## config.mk

```make
export PLATFORM = sky130hd
export DESIGN_NAME = fpu_share_arb
export DESIGN_NICKNAME = d
export VERILOG_FILES = /design/src/rtl/fpu_share_arb_pkg.sv /design/src/rtl/fpu_share_arb_rr_pick.sv /design/src/rtl/fpu_share_arb.sv
export SDC_FILE = /design/constraint.sdc
export NUM_CORES = 1
export LEC_CHECK = 0
export CORE_AREA = 2 2 351 353
export CTS_CLUSTER_SIZE = 40
export DETAILED_ROUTE_END_ITERATION = 8
export DIE_AREA = 0 0 353 355
export PLACE_DENSITY = 0.46
export RECOVER_POWER = 25
export SLEW_MARGIN = 20
export SYNTH_ARGS = -nofsm -noshare
export SYNTH_HDL_FRONTEND = slang
export SYNTH_HIERARCHICAL = 1
export SYNTH_SLANG_ARGS = --single-unit
```

## constraint.sdc

```tcl
create_clock -name clk_i -period 7.65 [get_ports clk_i]
set_input_delay 1.53 -clock clk_i [delete_from_list [all_inputs] [get_ports clk_i]]
set_output_delay 1.53 -clock clk_i [all_outputs]
set_load 0.02 [all_outputs]
```

## src/rtl/fpu_share_arb_pkg.sv

```systemverilog
// Shared types for the FPU sharing arbiter: FPU request/response structs and FP enums.
package fpu_share_arb_pkg;

   localparam int unsigned MAX_FPU_INFLIGHT = 8;
   localparam int unsigned FPU_W            = 64;
   localparam int unsigned TAG_W            = 8;

   typedef logic [TAG_W-1:0] tag_t;

   typedef enum logic [2:0] {RNE, RTZ, RDN, RUP, RMM, DYN = 3'b111} roundmode_e;

   typedef enum logic [3:0] {
      FMADD, FNMSUB, ADD, MUL, DIV, SQRT, SGNJ, MINMAX,
      CMP, CLASSIFY, F2F, F2I, I2F, CPKAB, CPKCD
   } operation_e;

   typedef enum logic [2:0] {FP32, FP64, FP16, FP8, FP16ALT} fp_format_e;

   typedef enum logic [1:0] {INT8, INT16, INT32, INT64} int_format_e;

   typedef struct packed {
      logic NV;
      logic DZ;
      logic OF;
      logic UF;
      logic NX;
   } status_t;

   typedef struct packed {
      logic [2:0][FPU_W-1:0] operands;
      roundmode_e            rnd_mode;
      operation_e            op;
      logic                  op_mod;
      fp_format_e            src_fmt;
      fp_format_e            dst_fmt;
      int_format_e           int_fmt;
      logic                  vectorial;
      tag_t                  tag;
   } fpu_req_t;

   typedef struct packed {
      logic [FPU_W-1:0] result;
      status_t          status;
      tag_t             tag;
   } fpu_rsp_t;

endpackage

```

## src/rtl/fpu_share_arb_rr_pick.sv

```systemverilog
// Combinational round-robin picker: first eligible requester at or after ptr, wrapping.
module fpu_share_arb_rr_pick #(
   parameter  int unsigned NUM_REQ = 2,
   localparam int unsigned IdW     = $clog2(NUM_REQ)
) (
   input  logic [NUM_REQ-1:0] eligible,
   input  logic [IdW-1:0]     ptr,
   output logic [NUM_REQ-1:0] grant,
   output logic [IdW-1:0]     id
);

   logic found;

   always_comb begin
      grant = '0;
      id    = '0;
      found = 1'b0;
      // upper segment [ptr, NUM_REQ) first, then the wrapped segment [0, ptr)
      for (int i = 0; i < NUM_REQ; i++) begin
         if (!found && eligible[i] && (IdW'(i) >= ptr)) begin
            found    = 1'b1;
            grant[i] = 1'b1;
            id       = IdW'(i);
         end
      end
      for (int i = 0; i < NUM_REQ; i++) begin
         if (!found && eligible[i] && (IdW'(i) < ptr)) begin
            found    = 1'b1;
            grant[i] = 1'b1;
            id       = IdW'(i);
         end
      end
   end

endmodule

```

## src/rtl/fpu_share_arb.sv

```systemverilog
// Shares one FPU between NUM_REQ requesters with credit-backed response buffers.
// Optional macro FPU_SHARE_ARB_PERF_EN adds per-requester grant/stall counters.
module fpu_share_arb import fpu_share_arb_pkg::*; #(
   parameter  int unsigned NUM_REQ = 2,
   parameter  int unsigned CREDITS = 2,
   parameter  int unsigned WIDTH   = 64,
   parameter  type         TagType = tag_t,
   localparam int unsigned IdW     = $clog2(NUM_REQ)
) (
   input  logic                       clk_i,
   input  logic                       rst_i,
   input  logic                       flush_i,
   input  logic [NUM_REQ-1:0]         req_valid_i,
   output logic [NUM_REQ-1:0]         req_ready_o,
   input  fpu_req_t [NUM_REQ-1:0]     req_i,
   output logic [NUM_REQ-1:0]         rsp_valid_o,
   input  logic [NUM_REQ-1:0]         rsp_ready_i,
   output fpu_rsp_t [NUM_REQ-1:0]     rsp_o,
   output logic                       fpu_in_valid_o,
   input  logic                       fpu_in_ready_i,
   output fpu_req_t                   fpu_req_o,
   input  logic                       fpu_out_valid_i,
   output logic                       fpu_out_ready_o,
   input  logic [WIDTH-1:0]           fpu_result_i,
   input  status_t                    fpu_status_i,
   output logic                       fpu_flush_o,
   output logic                       busy_o,
   output logic                       proto_err_o
`ifdef FPU_SHARE_ARB_PERF_EN
  ,output logic [NUM_REQ-1:0][31:0]   perf_grant_cnt_o,
   output logic [NUM_REQ-1:0][31:0]   perf_stall_cnt_o
`endif
);

   localparam int unsigned DEPTH = NUM_REQ * CREDITS;
   localparam int unsigned AW    = $clog2(DEPTH);
   localparam int unsigned BW    = (CREDITS > 1) ? $clog2(CREDITS) : 1;
   localparam int unsigned CW    = $clog2(CREDITS + 1);
   localparam logic [AW:0] IDQ_ONE = 1;
   localparam logic [BW:0] RB_ONE  = 1;
   localparam logic [CW-1:0] CR_ONE = 1;

   if ((NUM_REQ < 2) || (DEPTH > MAX_FPU_INFLIGHT) || (WIDTH != FPU_W)) begin : g_bad_cfg
      $error("fpu_share_arb: illegal NUM_REQ/CREDITS/WIDTH combination");
   end

   // Circular-buffer pointers carry one extra wrap bit so equal index means empty or full.
   function automatic logic [AW:0] idq_inc(input logic [AW:0] p);
      if (p[AW-1:0] == AW'(DEPTH - 1)) return {~p[AW], {AW{1'b0}}};
      return p + IDQ_ONE;
   endfunction

   function automatic logic [BW:0] rb_inc(input logic [BW:0] p);
      if (p[BW-1:0] == BW'(CREDITS - 1)) return {~p[BW], {BW{1'b0}}};
      return p + RB_ONE;
   endfunction

   logic [NUM_REQ-1:0] eligible, grant, dec, pop;
   logic [IdW-1:0]     grant_id, rr_ptr, head_id;
   logic [CW-1:0]      credit [NUM_REQ];
   logic               accept, idq_empty, ret;

   logic [IdW-1:0]     idq_id  [DEPTH];
   TagType             idq_tag [DEPTH];
   logic [AW:0]        idq_wr, idq_rd;
   TagType             head_tag;

   fpu_rsp_t           rsp_mem [NUM_REQ][CREDITS];
   logic [BW:0]        rb_wr [NUM_REQ];
   logic [BW:0]        rb_rd [NUM_REQ];

   always_comb begin
      eligible = '0;
      for (int i = 0; i < NUM_REQ; i++) begin
         eligible[i] = req_valid_i[i] && (credit[i] != '0) && !flush_i;
      end
   end

   fpu_share_arb_rr_pick #(.NUM_REQ(NUM_REQ)) u_pick (
      .eligible (eligible),
      .ptr      (rr_ptr),
      .grant    (grant),
      .id       (grant_id)
   );

   assign fpu_in_valid_o  = |eligible;
   assign req_ready_o     = grant & {NUM_REQ{fpu_in_ready_i}};
   assign accept          = fpu_in_valid_o && fpu_in_ready_i;
   assign dec             = grant & {NUM_REQ{accept}};
   assign fpu_out_ready_o = 1'b1;
   assign fpu_flush_o     = flush_i;

   always_comb begin
      fpu_req_o     = req_i[grant_id];
      fpu_req_o.tag = tag_t'(grant_id);
   end

   assign idq_empty = (idq_wr == idq_rd);
   assign head_id   = idq_id[idq_rd[AW-1:0]];
   assign head_tag  = idq_tag[idq_rd[AW-1:0]];
   assign ret       = fpu_out_valid_i && !flush_i && !idq_empty;

   always_comb begin
      rsp_valid_o = '0;
      rsp_o       = '0;
      for (int i = 0; i < NUM_REQ; i++) begin
         rsp_valid_o[i] = (rb_wr[i] != rb_rd[i]);
         if (rsp_valid_o[i]) rsp_o[i] = rsp_mem[i][rb_rd[i][BW-1:0]];
      end
   end

   assign pop    = rsp_valid_o & rsp_ready_i;
   assign busy_o = !idq_empty || (|rsp_valid_o);

   // Control state: pointers, credits, round-robin pointer, sticky error.
   always_ff @(posedge clk_i) begin
      if (rst_i) begin
         rr_ptr      <= '0;
         idq_wr      <= '0;
         idq_rd      <= '0;
         proto_err_o <= 1'b0;
         for (int i = 0; i < NUM_REQ; i++) begin
            credit[i] <= CW'(CREDITS);
            rb_wr[i]  <= '0;
            rb_rd[i]  <= '0;
         end
      end else if (flush_i) begin
         rr_ptr <= '0;
         idq_wr <= '0;
         idq_rd <= '0;
         for (int i = 0; i < NUM_REQ; i++) begin
            credit[i] <= CW'(CREDITS);
            rb_wr[i]  <= '0;
            rb_rd[i]  <= '0;
         end
      end else begin
         if (accept) begin
            idq_wr <= idq_inc(idq_wr);
            rr_ptr <= (grant_id == IdW'(NUM_REQ - 1)) ? '0 : grant_id + IdW'(1);
         end
         if (fpu_out_valid_i && idq_empty) proto_err_o <= 1'b1;
         if (ret) idq_rd <= idq_inc(idq_rd);
         for (int i = 0; i < NUM_REQ; i++) begin
            if (ret && (head_id == IdW'(i))) rb_wr[i] <= rb_inc(rb_wr[i]);
            if (pop[i]) rb_rd[i] <= rb_inc(rb_rd[i]);
            if (dec[i] && !pop[i])      credit[i] <= credit[i] - CR_ONE;
            else if (pop[i] && !dec[i]) credit[i] <= credit[i] + CR_ONE;
         end
      end
   end

   // Data storage: written only on accepted transfers and valid returns.
   always_ff @(posedge clk_i) begin
      if (accept) begin
         idq_id[idq_wr[AW-1:0]]  <= grant_id;
         idq_tag[idq_wr[AW-1:0]] <= TagType'(req_i[grant_id].tag);
      end
      if (ret) begin
         rsp_mem[head_id][rb_wr[head_id][BW-1:0]] <= '{result: fpu_result_i,
                                                       status: fpu_status_i,
                                                       tag:    tag_t'(head_tag)};
      end
   end

`ifdef FPU_SHARE_ARB_PERF_EN
   always_ff @(posedge clk_i) begin
      if (rst_i) begin
         perf_grant_cnt_o <= '0;
         perf_stall_cnt_o <= '0;
      end else begin
         for (int i = 0; i < NUM_REQ; i++) begin
            if (dec[i]) perf_grant_cnt_o[i] <= perf_grant_cnt_o[i] + 32'd1;
            if (req_valid_i[i] && !req_ready_o[i]) perf_stall_cnt_o[i] <= perf_stall_cnt_o[i] + 32'd1;
         end
      end
   end
`endif

endmodule
```

; After elaboration in Yosys (flattened, before gate mapping)
; Memory sizes are Yosys's and may differ from the RTL's. A register that Yosys moved wholly into a read port is not among the register bits.
; Index checks and enable logic that the tools add are counted.
[classes]
n_reduce_logical = 38
bitwise_logic = 28
eq_ne = 5
mux = 130
n_lt_le_gt_ge = 9
n_addsub = 11
[ops]
columns = operator, count
row1 = 2-to-1 mux 77 bit, 9
row2 = 2-to-1 mux 217 bit, 2
row3 = 2-to-1 mux 154 bit, 1
row4 = demux 77 bit (select 1 bit), 1
row5 = 2-to-1 mux 2 bit, 38
row6 = 2-to-1 mux 1 bit, 75
row7 = logical AND 1 bit, 22
row8 = OR 1 bit, 14
row9 = adder 2 x 1 -> 2 bit (second input constant), 6
row10 = 2-to-1 mux 3 bit, 4
row11 = logical NOT 1 bit, 9
row12 = inverter 1 bit, 8
row13 = adder 3 x 1 -> 3 bit (second input constant), 2
row14 = bitwise AND 2 bit, 3
row15 = greater-or-equal comparator 2 bit (second input constant), 3
row16 = inverter 1 -> 2 bit, 3
row17 = OR reduction 2 bit, 3
row18 = == test 2 bit (second input constant), 2
row19 = != test 2 bit, 2
row20 = nonzero test 2 bit, 2
row21 = subtractor 2 x 1 -> 2 bit (second input constant), 2
row22 = == test 3 bit, 1
row23 = greater-or-equal comparator 1 bit (first input constant), 2
row24 = < comparator 1 bit (first input constant), 2
row25 = 5 further kinds, 5
[word_totals]
n_memories = 6
in_bits = 512
ram_bits = 356
output_inout_bits = 380
register_bits = 8
wordCells = 231
[memory_table]
columns = memory, words, width, rd, rd_ports_with_merged_regs, wr, line_no
row1 = rsp_mem, 2, 154, 2, 0, 1, fpu_share_arb.sv:68  ; fpu_rsp_t rsp_mem [NUM_REQ][CREDITS];
row2 = idq_tag, 4, 8, 1, 1, 1, fpu_share_arb.sv:64  ; TagType idq_tag [DEPTH];
row3 = credit, 2, 2, 2, 0, 2, fpu_share_arb.sv:60  ; logic [CW-1:0] credit [NUM_REQ];
row4 = idq_id, 4, 1, 1, 1, 1, fpu_share_arb.sv:63  ; logic [IdW-1:0] idq_id [DEPTH];
row5 = rb_rd, 2, 2, 2, 0, 2, fpu_share_arb.sv:70  ; logic [BW:0] rb_rd [NUM_REQ];
row6 = rb_wr, 2, 2, 3, 0, 2, fpu_share_arb.sv:69  ; logic [BW:0] rb_wr [NUM_REQ];

; Logic depth before layout (Yosys ltp)
; Gate-level depths: netlist (run 1).
; An unclocked memory read counts as a cell.
[depth]
ltp_word = 27
depth_mapped = 10
ltp_nobuf = 10

; Hierarchy
; The synthesis (run 1) kept the hierarchy.
[by_module_without_submodules]
columns = mod, seq_area_each_um2, area_each_um2, cells_per_inst, n_inst
row1 = fpu_share_arb, 10890.4, 16728.5, 1095, 1
row2 = fpu_share_arb_rr_pick, 0.0, 26.3, 4, 1

; Worst setup path after synthesis (run 1)
; Ideal clock, no wire load.
[synth_timing]
kind = input to register
startpoint = input flush_i
endpoint = memory rsp_mem[0][0] (netlist bit) (enable)
path_stages = 5
path_slack_ns = 1.405
required_time_ns = 7.137
setup_ns = 0.513
arrival_time_ns = 5.733
path_buffers = 2
cell_sequence = clkbuf_1 -> a311o_1 -> clkbuf_1 -> or2_2 -> nor2_1
[synth_via]
elab_chain_len = 5
[synth_rtl]
columns = item, line_no
row1 = "start, declared", fpu_share_arb.sv:12  ; input logic flush_i,
row2 = logical NOT 1 bit, fpu_share_arb.sv:101  ; assign ret = fpu_out_valid_i && !flush_i && !idq_empty;
row3 = logical AND 1 bit (2 in a row), fpu_share_arb.sv:101
row4 = 2-to-1 mux 1 bit, fpu_share_arb.sv:158  ; if (ret) begin
row5 = 2-to-1 mux 154 bit (not written as such), fpu_share_arb.sv:159  ; rsp_mem[head_id][rb_wr[head_id][BW-1:0]] <= '{result: fpu_result_i,
row6 = "end, declared", fpu_share_arb.sv:68
; Every way passes these cells.

==> results.txt, run 1 <==
The I/O pin count is 892. The number of H-tree levels came out at 2. The clock latency of the later-clocked register in the worst-skew pair is 0.56 ns.

The area of the die came out at roughly 130000 µm². Buffers placed on the I/O ports in this run total 883. The clock passes through at most 3 buffers. The tightest min-delay check is of the register to register type.

The post-cts gate resize count is 0. Global routing used 16.0% of the available tracks. The final hold violation count came out at 0.

The cell chosen for the clock root is sky130_fd_sc_hd__clkbuf_16. TritonCTS built the clock tree. The initial antenna violation count came out at 84. The die boundary height is 355 µm. Sequential cells account for 39.7% of the total power.

The final-layout fill cell count is 12900. After layout, the worst path uses 78.0% of the clock period. The sequential cells in the finished layout cover a total of 10900 µm². The largest total area in the synthesized netlist belongs to sky130_fd_sc_hd__edfxtp_1. The floorplan step defined a core boundary enclosing 121000 µm². The worst hold path depth came out at 2. The worst setup path is captured at an output pin. Measured against its own limit, the worst slew margin works out to a little under a third. The TritonCTS buffer count came out at 39. The net total in the final layout is 2498.

The average routed wire per standard cell is 28.5 µm. The most numerous cell in the Yosys netlist is sky130_fd_sc_hd__edfxtp_1. The worst register-to-register path has a depth of 4. The flow ran to the end, and the final reports show no timing, DRC or antenna violations. The fmax is 168 MHz. In this run, synthesis inferred 356 flip-flops with an integrated enable. Synthesis handed over a netlist of 1099 instances. Summing the areas of all compound-gate instances in the mapped netlist gives 1.01% of the synthesized area.

Summing the areas of all and, or, nand and nor instances in the mapped netlist gives 5.05% of the synthesized area. The number of hold buffers added after CTS is 0. The final max-slew violation count is 0. The share of the synthesized area in the top cell type is 63.8%. The critical path starts at req_valid_i[1].

Setup repair after global routing left no endpoint under its margin. The synthesized netlist occupies a cell area of 16800 µm². The most common flop cell mapped by yosys is sky130_fd_sc_hd__edfxtp_1. Row generation in the floorplan step produced 128 rows. The clock network power share came out at about a third.

From synthesis to final layout, the design area changed by 73.0%. The relative contribution of combinational cells to total power came out at 28.2%. By count the netlist is led by sky130_fd_sc_hd__edfxtp_1, sky130_fd_sc_hd__mux2_2, sky130_fd_sc_hd__nor2_1.

The switching part of the total came out at between 20% and 30%. Between clock sinks in the finished design, the worst skew comes to 0.0183 ns. Setup total negative slack on the finished layout was measured at 0 ns. The worst hold path begins at proto_err_o. Of all flip-flops after synthesis, the portion carrying an async set or reset was 0%. After synthesis, the share of cell area in mux cells is between 20 and 30%. The total routed wirelength is 104000 µm. The area of combinational cells with multiple inputs came out at 5550 µm². The total iterations of the first detailed-routing run is 4. The violation count after the first detailed-routing iteration is 647. The internal portion of the total power is between 3000 and 4000 µW. The required time of the worst setup path came out at 6.12 ns. Summed over all cells, the static leakage comes to between 0.009 and 0.01 µW.

The adder-cell area share of the yosys netlist is less than 1%. The worst setup path is of the input port to output pin kind. The switching power total came out at 1620 µW. The synthesized design contains about 370 register bits. The xor-xnor portion of the synthesized cell area is 0.889%. Clock-pin slew was measured on the worst setup and hold paths at 0.06 ns. After layout, the design draws a total of approximately 5600 µW. The mean cell area of the mapped netlist came out at about 15 µm². The arrival time reported for the critical path endpoint came out at 4.44 ns. The power per standard cell area came out at 193 nW/µm². The clock period minus final worst setup slack is between 5 and 6 ns. The worst reg-to-reg setup slack came out at 4.24 ns. In the routed layout, each cell is associated on average with a via count of 3.62. For this configuration, the core starts out at a cell density of 13.8%. In this run the post-CTS setup repair buffer count came out at 0. The via count of the first global-routing pass is 14300.

The share of final-layout standard cells stronger than drive strength 1 is approximately 16%. Of all nets on the critical path, the largest fanout is 44. The first global-routing pass estimated 134000 µm of wire. The tool flagged a number of max-cap violations equal to 0.

The detailed-placement wirelength estimate is 86500 µm. The final-report setup violation count came out at 0. The final route contains 13300 vias. The end point of the worst hold path is proto_err_o. Entering global routing, the biggest net connects 80 pins. After global routing the overflow that remains totals 0.

The worst setup path is launched from an input port. The floorplan die width came out at 353 µm. For this run, the number of Yosys warnings is 6. The remaining antenna violation count after routing is 0.

The worst vdd rail ir drop is 128 µV. The slew at the pin closest to its max-slew limit is 1.03 ns. For this design, the sink count on the clock tree is 366.

The endpoint identified for the worst register-to-register timing path is rsp_mem[0][128]. The unique cell type count in the Yosys netlist is 41. The DRC violations left is 0.

In the post-synthesis netlist, the biggest area contributors are sky130_fd_sc_hd__edfxtp_1, sky130_fd_sc_hd__mux2_2, sky130_fd_sc_hd__mux2i_1. After synthesis, the largest family of logic cells by area is multiplexers. Sequential elements use 65.0% of the synthesized area. The weighted congestion reported at the end of routability-driven placement is just over 1.
area by class of cell:
type / instances / area share (%)
Antenna cell: 33 / 0.285
Clock inverter: 24 / 0.648
Sequential cell: 366 / 37.6
Timing Repair Buffer: 909 / 31.6
Tap cell: 1625 / 7.01
Inverter: 14 / 0.181
Clock buffer: 45 / 3.52
Multi-Input combinational cell: 650 / 19.1
cells in the final DEF (no fill, tap or decap), types with 9 or more instances in the layout:
| cell type | netlist | layout |
|---|---|---|
| sky130_fd_sc_hd__buf_12 | 0 | 11 |
| sky130_fd_sc_hd__inv_1 | 13 | 13 |
| sky130_fd_sc_hd__clkbuf_16 | 0 | 40 |
| sky130_fd_sc_hd__a21oi_1 | 9 | 9 |
| sky130_fd_sc_hd__mux2i_1 | 156 | 156 |
| sky130_fd_sc_hd__clkdlybuf4s50_1 | 0 | 814 |
| sky130_fd_sc_hd__dfxtp_1 | 10 | 10 |
| sky130_fd_sc_hd__dlygate4sd3_1 | 0 | 69 |
| sky130_fd_sc_hd__nand2_1 | 15 | 15 |
| sky130_fd_sc_hd__buf_4 | 10 | 15 |
| sky130_fd_sc_hd__mux2_2 | 217 | 217 |
| sky130_fd_sc_hd__mux4_2 | 9 | 9 |
| sky130_fd_sc_hd__diode_2 | 0 | 33 |
| sky130_fd_sc_hd__xnor2_1 | 10 | 10 |
| sky130_fd_sc_hd__edfxtp_1 | 356 | 356 |
| sky130_fd_sc_hd__nor2_1 | 175 | 169 |
power groups by stage:
stage,registers (µW),logic (µW),clock network (µW)
global route,2220,1660,1940
detailed placement,2260,1600,0
finish,2220,1580,1800
CTS,2220,1610,1870
global placement,2260,1610,0
floorplan,2260,650,0
worst max-delay path: stages:
cell and delay [ns]:
sky130_fd_sc_hd__clkdlybuf4s50_1 0.53, sky130_fd_sc_hd__nand2b_1 0.15, sky130_fd_sc_hd__nor2_1 0.19, sky130_fd_sc_hd__a21boi_4 0.33, sky130_fd_sc_hd__buf_12 0.27, sky130_fd_sc_hd__buf_4 0.27, sky130_fd_sc_hd__mux2_2 0.41, sky130_fd_sc_hd__clkdlybuf4s50_1 0.62
cell families after synthesis:
| kind of cell | Yosys count |
|---|---|
| muxes | 383 |
| DFF | 366 |
| and+or+nand+nor | 212 |
| buffers and inverters | 89 |
| AOI/OAI and AO/OA | 24 |
| xor gates and xnor gates | 17 |
| adders and majority gates | 6 |
| other | 2 |
registers in the layout (all words and copies together), names as in the netlist, named ones only:
name,cells
idq_rd,3
rsp_mem,308
rb_wr,4
rb_rd,4
proto_err_o,1
credit,4
rr_ptr,1
idq_id,4
idq_wr,3
idq_tag,32
metrics by stage:
stage	cell area (µm²)	utilization (%)	hold slack, ns	instances	setup WS (ns)
floorplan	16800	-	0.489	1105	1.40
global placement	27700	22.8	0.476	3563	1.42
CTS	28900	23.8	0.524	3632	1.56
finish	29000	23.9	0.515	3666	1.68
global route	28900	23.8	0.561	3651	1.49
detailed placement	27700	22.8	0.491	3563	1.57
routing by layer:
| metal | part of all wire [%] | routed length (µm) | vias to the layer above | track usage (%) |
|---|---|---|---|---|
| met3 | 11 | 11500 | 167 | 6.90 |
| met2 | 49 | 50900 | 694 | 27.3 |
| met5 | 0.10 | 109 | - | 0 |
| met4 | 3.7 | 3850 | 20 | 5.67 |
| li1 | - | - | 5870 | - |
| met1 | 37 | 38200 | 6538 | 17.6 |
worst max path at each step:
stage | slack [ns] | endpoint
2_1_floorplan | 1.40 | rsp_mem[0][0]
3_3_place_gp | 1.42 | fpu_req_o[146]
3_5_place_dp | 1.57 | fpu_req_o[146]
4_1_cts | 1.56 | fpu_req_o[146]
5_1_grt | 1.49 | fpu_req_o[137]
6_report | 1.68 | fpu_req_o[37]
Note: power is estimated with default switching activity, not from simulation.
==> inputs of run 2 (changes only) <==
==> constraint.sdc (replaced) <==
create_clock -name clk_i -period 6.2 [get_ports clk_i]
set_input_delay 1.24 -clock clk_i [delete_from_list [all_inputs] [get_ports clk_i]]
set_output_delay 1.24 -clock clk_i [all_outputs]
set_load 0.02 [all_outputs]
==> run 2 against run 1 <==
Via count grew 0.68%. Critical path type unchanged. Global-route usage increased by 0.57 points. Hold slack worse by 0.0033 ns. Sequential cell count is the same. Setup slack got worse by 1.0 ns. Sequential power up 23%. Register-to-register slack lost 1.3 ns. Clock skew about the same. Clock power is 26% higher. Largest cell class unchanged. Total power grew 24%.
==> results.txt, run 2 (synthesis gave the netlist of run 1 again) <==
TritonCTS built the clock tree. The flow ran to the end, and the final reports show no timing, DRC or antenna violations. The initialized floorplan defines around 130 standard-cell rows.

The maximum number of pins on one net before global-route repair is 80. Traced cell by cell, the critical path runs through clkdlybuf4s50_1 -> nor2_1 -> a21boi_4 -> buf_12 -> buf_12 -> mux2_2 -> clkdlybuf4s50_1. The synthesis-to-layout area growth is 73.0%. The DRC violations left came out at 0. The arrival time reported for the critical path endpoint is between 4 and 5 ns. The number of post-CTS setup repair buffers came out at 0. The slew at the pin closest to its max-slew limit is approximately 1 ns. The clock latency of the later-clocked register in the worst-skew pair came out at about 0.56 ns. The worst reg2reg path depth is 4.

The cell sitting at the root of the clock tree is a sky130_fd_sc_hd__clkbuf_16. The slowest cell on the critical path is sky130_fd_sc_hd__clkdlybuf4s50_1. The worst setup path is captured at an output pin. The critical path in this run is classified as input port to output pin. The period utilization came out at 89.6%. In the layout the commonest cells are sky130_fd_sc_hd__clkdlybuf4s50_1, sky130_fd_sc_hd__edfxtp_1, sky130_fd_sc_hd__mux2_2, sky130_fd_sc_hd__nor2_1, sky130_fd_sc_hd__mux2i_1.

The final max-slew violation count is 0. The headroom to the max-slew limit came out at 33.4%. The final hold violation count was 0. The final-layout fill cell count is 12900.

The per-cell via count in the routed design is 3.65. During placement, the flow inserted port buffers numbering 883. The remaining antenna violation count after routing is 0.

The violation count after the first detailed-routing iteration is 635. The I/O pin count is slightly below 900. OpenSTA, run right after detailed placement, puts the worst setup slack at 0.601 ns. The TritonCTS buffer count came out at 39. The total overflow reported by the global router came out at 0. The worst path in the final design needs a cycle of approximately 5.6 ns, including I/O delays and setup. Once placement finished, the instance area stood at 27700 µm². The final-report setup violation count is 0. The floorplan step set the die width to around 350 µm. The max capacitance violation total came out at 0. The worst path setup slack after routing is 0.643 ns. The initial antenna violation count came to 106. The number of clock sinks is 366. The worst vdd rail ir drop is 147 µV. The die boundary height is 355 µm. For the final routed database, the setup TNS stands at 0 ns. The weighted congestion reported at the end of routability-driven placement came out at between 1 and 1.5. In this run the standard cell core region covers about 120000 µm².

The deepest clock path buffer count came out at 3. The number of placed instances, taps included, is 3561. The average routed wire per standard cell came out at between 20 and 30 µm. The clock-pin slew of the registers on the worst-case setup and hold paths is 0.06 ns. The end-of-flow core utilization came out at between 20% and 30%. The power per standard cell area is about 240 nW/µm².

Cells with a size suffix above 1 make up 16.1% of the layout. The first-pass GRT wire length is 139000 µm. The required time of the worst setup path is 4.96 ns. Setup repair after global routing left no endpoint under its margin. Global routing consumed, over all layers together, approximately 17% of the routing resources.

The number of hold buffers added after CTS is 0. The fmax is approximately 180 MHz. The leading cell type in the layout, fill and taps excluded is sky130_fd_sc_hd__clkdlybuf4s50_1. The register with the most flip-flops in the layout has 308 of them. The min-delay analysis places its worst path in the category register to register. The total routed wirelength came out at 108000 µm.

The worst hold path depth came out at 2. The longest individual stage delay on the worst path came out at 0.68 ns. The initial standard-cell utilization of the core came out at 13.8%. The static leakage is between 0.009 and 0.01 µW. The via count of the first global-routing pass was between 10000 and 15000. The critical path startpoint category is an input port. The post-cts gate resize count is 0. The filler-free cell count of the finished design is 3664.

The final cell area excluding filler cells is 29000 µm². The first TritonRoute pass finished after 5 iterations. The routed via count came out at 13400. The net total in the final layout came out at 2495. The area of the die is 125000 µm².

The detailed-placement wirelength estimate is 90300 µm. The maximum clock skew at final layout is 0.0179 ns. The worst-path maximum fanout came out at around 60. The H-tree generated during clock tree synthesis spans 2 levels.
==> run 2: changes by cell type in the layout (fill, tap and decap cells not counted), moves of 2 or more <==
cell / before / now
sky130_fd_sc_hd__inv_6: 5 / 3
sky130_fd_sc_hd__buf_4: 15 / 12
sky130_fd_sc_hd__clkbuf_8: 0 / 3
sky130_fd_sc_hd__clkinvlp_4: 1 / 4
sky130_fd_sc_hd__clkinv_2: 8 / 6
sky130_fd_sc_hd__clkinv_4: 4 / 1
==> run 2: metal layers <==
layer | vias to the layer above | GRT usage [%] | wire length, µm
met3 | 205 | 6.92 | 11300
met5 | - | 0 | 219
li1 | 5879 | - | -
met1 | 6554 | 18.2 | 40000
met4 | 34 | 5.55 | 4030
met2 | 707 | 28.6 | 52400
==> run 2: area by class of cell <==
cell class,instances,area [µm²],area share [%]
repair buffers,906,9150,31.6
diodes,32,80.1,0.276
multi-input cells,650,5550,19.1
well taps,1625,2030,7.01
clock buffers,49,1060,3.67
inverters,14,52.6,0.181
clock inverters,22,171,0.591
flip-flops and latches,366,10900,37.6
==> run 2: critical path: cells and delay by family <==
kind | cells | cell delay (ns)
buf+inv | 4 | 1.88
mux | 1 | 0.40
compound gates | 1 | 0.35
simple gates | 1 | 0.31
==> run 2: where the power goes <==
part / internal [µW] / switching (µW)
Sequential: 2730 / 8.20
Clock: 1270 / 987
Combinational: 936 / 1000
Total: 4940 / 2000
==> run 2: worst paths after layout <==
kind                                  start             end  slack [ns]
worst max-delay path                flush_i  fpu_req_o[133]        0.64
worst min-delay path            proto_err_o     proto_err_o        0.51
worst max register to register     register  rsp_mem[0][81]        2.97
worst min register to register  proto_err_o     proto_err_o        0.51
==> run 2: through the flow <==
stage | power (µW) | hold slack, ns
2_1_floorplan | 3590 | 0.489
3_3_place_gp | 4770 | 0.486
3_5_place_dp | 4760 | 0.474
4_1_cts | 7060 | 0.506
5_1_grt | 7200 | 0.546
6_report | 6940 | 0.512
==> inputs of run 3 (changes only) <==
--- a/config.mk
+++ b/config.mk
@@ -5,14 +5,13 @@
 export SDC_FILE = /design/constraint.sdc
 export NUM_CORES = 1
 export LEC_CHECK = 0
-export CORE_AREA = 2 2 351 353
+export CORE_AREA = 2 2 343 345
 export CTS_CLUSTER_SIZE = 40
 export DETAILED_ROUTE_END_ITERATION = 8
-export DIE_AREA = 0 0 353 355
-export PLACE_DENSITY = 0.46
+export DIE_AREA = 0 0 345 347
+export PLACE_DENSITY = 0.47
 export RECOVER_POWER = 25
 export SLEW_MARGIN = 20
 export SYNTH_ARGS = -nofsm -noshare
 export SYNTH_HDL_FRONTEND = slang
-export SYNTH_HIERARCHICAL = 1
 export SYNTH_SLANG_ARGS = --single-unit
==> run 3 against run 2 <==
Sequential cell count stayed put. Die area is 4.5% lower. Critical endpoint is now fpu_req_o[195]. Combinational power hardly changed. Global-route usage is 1.2 points higher. First-iteration DRC count is 9.9% higher. Count of clock-buffer cells in the layout is 4 lower.
==> results.txt, run 3 <==
Each instance of the synthesized netlist takes up on average 15.5 µm². The filler-free cell count of the finished design came out at approximately 3600. Leaving out fill and tap cells, the most frequent cells in the layout are sky130_fd_sc_hd__clkdlybuf4s50_1, sky130_fd_sc_hd__edfxtp_1, sky130_fd_sc_hd__mux2_2, sky130_fd_sc_hd__nor2_1, sky130_fd_sc_hd__mux2i_1.

Sorting the synthesized cells by area gives the leading types as sky130_fd_sc_hd__edfxtp_1, sky130_fd_sc_hd__mux2_2, sky130_fd_sc_hd__mux2i_1. The worst setup slack before clock tree synthesis is 0.834 ns. The region available for standard cell placement spans approximately 120000 µm². The violation count after the first detailed-routing iteration came out at 698.

The via count of the first global-routing pass came to approximately 14000. In the synthesized netlist, the cells that appear most often are sky130_fd_sc_hd__edfxtp_1, sky130_fd_sc_hd__mux2_2, sky130_fd_sc_hd__nor2_1. The initial standard-cell utilization of the core is between 10 and 15%. The netlist area before placement came out at 16900 µm². The TritonCTS buffer count is 37.

For the worst setup path, the data required time is approximately 5.0 ns. After detailed routing, the number of vias per cell comes to about 3.8. The weighted congestion reported at the end of routability-driven placement is 0.992. At the end of the flow, the number of nets in the layout was 2486.

The number of placed cells counting well taps is around 3500. The synthesis-stage register bit count is 366. Subtracting the final worst setup slack from the clock period gives ~5.3 ns.

The placement row count is 125. For this run, design rule violations remaining after detail routing come to 0. The longest individual stage delay on the worst path is 0.62 ns. The routed via count is 13300.

The average routed wire per standard cell is about 31 µm. The final hold violation count is 0. Of all flip-flops after synthesis, the portion carrying an async set or reset was 0%.

The first-pass GRT wire length came out at 139000 µm. The share of cell area taken by muxes after synthesis came out at 25.3%. Derived from the worst setup path, the maximum achievable clock frequency is 187 MHz.

The worst reg-to-reg setup slack is about 3 ns. Post-CTS repair changed the size of 0 cells. After synthesis, the largest family of logic cells by area is multiplexers. STA classifies the critical path endpoint as an output pin.

The number of flip-flops in the largest register came out at ~310. The worst vdd rail ir drop is 133 µV. The final-report setup violation count is 0. The I/O pin count is 892. The fraction of the mapped netlist area in compound gates came out at 1.21%.

The synthesis-to-layout area growth is 70.3%. The count of flip-flops with a built-in enable after synthesis came out at about 360. The static leakage is 0.00947 µW. The remaining antenna violation count after routing came out at 0. The share of power burned in registers is 40.4%. Counting along the longest clock path gives a buffer depth of 3. The TritonCTS clock tree is yes. The flow ran to the end, and the final reports show no timing, DRC or antenna violations. Yosys printed 0 warnings. By startpoint and endpoint, the worst setup path is classified as input port to output pin. The most common flop cell mapped by yosys is sky130_fd_sc_hd__edfxtp_1. The count of buffers inserted at the top-level ports came out at 883. The floorplan step set the die height to 347 µm.

For this design the ratio of total power to cell area is approximately 240 nW/µm². The period utilization came out at a little under nine tenths. The slowest stage of the critical path is the sky130_fd_sc_hd__clkdlybuf4s50_1 cell. The library cell used most frequently in the layout, excluding fill and tap cells, is sky130_fd_sc_hd__clkdlybuf4s50_1.

The detailed-placement wirelength estimate is 92600 µm. The number of instances in the synthesized netlist came out at 1093. The clock net in this run drives a total of 366 sinks. The maximum number of pins on one net before global-route repair came out at 86.

The cell-internal power came out at between 4000 and 5000 µW. The largest total area in the synthesized netlist belongs to sky130_fd_sc_hd__edfxtp_1. Per report_power, the combinational group accounts for between 20 and 30% of the total. The overall routing resource usage came out at about 18%. The total overflow left after global routing is 0. STA classifies the critical path startpoint as an input port. The clock latency of the later-clocked register in the worst-skew pair came out at 0.54 ns.

The unique cell type count in the Yosys netlist came out at 44. The clock-pin slew of the registers on the worst-case setup and hold paths is ~0.06 ns. Setup repair after global routing left no endpoint under its margin. The die is 345 µm wide. After Yosys synthesis, XOR and XNOR cells account for 0.822% of the synthesized area. The cell chosen for the clock root is sky130_fd_sc_hd__clkbuf_16. The number of post-CTS setup repair buffers is 0. The area of the die is 120000 µm². The worst min-delay path class is register to register. The post-route netlist has about 16% of its cells at a drive strength greater than 1. The final max-slew violation count came out at 0. The slew at the pin closest to its max-slew limit came out at 1.00 ns.

Summing the areas of all and, or, nand and nor instances in the mapped netlist gives 4.94% of the synthesized area. The worst path setup slack after routing is between 0.8 and 0.9 ns. The arrival time reported for the critical path endpoint is 4.10 ns. The total routed wirelength came out at 110000 µm. The switching power total came out at about 2000 µW.

The switching part of the total is between 20% and 30%. The initial antenna violation count came out at 141. The signal on the critical path passes through clkdlybuf4s50_1 -> nor2b_1 -> o21ai_2 -> nor2_4 -> buf_12 -> buf_12 -> mux2_2 -> clkdlybuf4s50_1. The number of H-tree levels is 2.

The total negative setup slack came out at 0 ns. The headroom to the max-slew limit came out at 33.3%. The most numerous cell in the Yosys netlist is sky130_fd_sc_hd__edfxtp_1. The adder-cell area share of the yosys netlist came out at 0.444%.

The total iterations of the first detailed-routing run came out at 4. Hold repair after CTS inserted 0 buffers. For this run, the register share of the synthesized area comes to 64.5%. The max capacitance violation total came out at 0. The maximum clock skew at final layout is roughly 0.014 ns. The clock network power share is just over 30%. The worst-path maximum fanout came out at 44. The share of the synthesized area in the top cell type is 63.3%.
==> run 3: cell count changes in the layout (fill, tap and decap cells not counted), moves of 3 or more <==
cell,delta
sky130_fd_sc_hd__mux2_2,-19
sky130_fd_sc_hd__mux2_4,+18
sky130_fd_sc_hd__nand2_1,-9
sky130_fd_sc_hd__xor2_1,-5
sky130_fd_sc_hd__and2_1,+4
sky130_fd_sc_hd__and3_1,-4
sky130_fd_sc_hd__o21ai_1,+4
sky130_fd_sc_hd__clkbuf_8,-3
sky130_fd_sc_hd__nor2_1,+3
==> run 3: metrics by stage <==
step	area, µm²	util (%)	hold slack [ns]	total power [µW]
2_1_floorplan	16900	-	0.488	3620
3_3_place_gp	27600	23.8	0.481	4770
3_5_place_dp	27600	23.8	0.465	4770
4_1_cts	28700	24.8	0.489	6930
5_1_grt	28700	24.8	0.519	7060
6_report	28800	24.9	0.481	6800
==> run 3: logic make-up after synthesis <==
logic type                 count (synthesis)
AOI/OAI and AO/OA                         28
xor gates and xnor gates                  15
adders and majority gates                  6
buffers and inverters                     88
DFF                                      366
muxes                                    381
other                                      2
and+or+nand+nor                          207
==> run 3: worst paths after layout <==
kind                        from             end  cells past startpoint
setup / recovery  req_valid_i[1]  fpu_req_o[195]                      8
hold / removal       proto_err_o     proto_err_o                      2
setup reg to reg        register  rsp_mem[0][72]                      4
hold reg to reg      proto_err_o     proto_err_o                      2
==> run 3: worst max-delay path, delay by kind of cell <==
| family | cells | cell delay [ns] |
|---|---|---|
| AND/OR/NAND/NOR | 2 | 0.49 |
| multiplexers | 1 | 0.43 |
| AO/OA/AOI/OAI | 1 | 0.14 |
| buffers and inverters | 4 | 1.70 |
==> run 3: power by group through the flow <==
stage	registers (µW)	logic (µW)	clock network, µW
global placement	2800	1970	0
finish	2750	1930	2120
global route	2750	2030	2280
floorplan	2790	829	0
CTS	2750	1980	2200
detailed placement	2800	1970	0
==> run 3: metal layers <==
layer	GRT usage, %	part of all wire, %	vias up
li1	-	-	5834
met1	16.8	32	6436
met2	34.5	54	759
met3	6.19	8.7	287
met4	6.61	4.6	20
met5	0	0.099	-
==> run 3: layout make-up <==
class	count	area (µm²)
clock buffer	45	998
multi-input combinational	645	5600
clock inverter	21	138
timing repair buffer	905	9120
fill	12100	87000
sequential	366	10900
inverter	13	48.8
tap	1524	1910
antenna	32	80.1
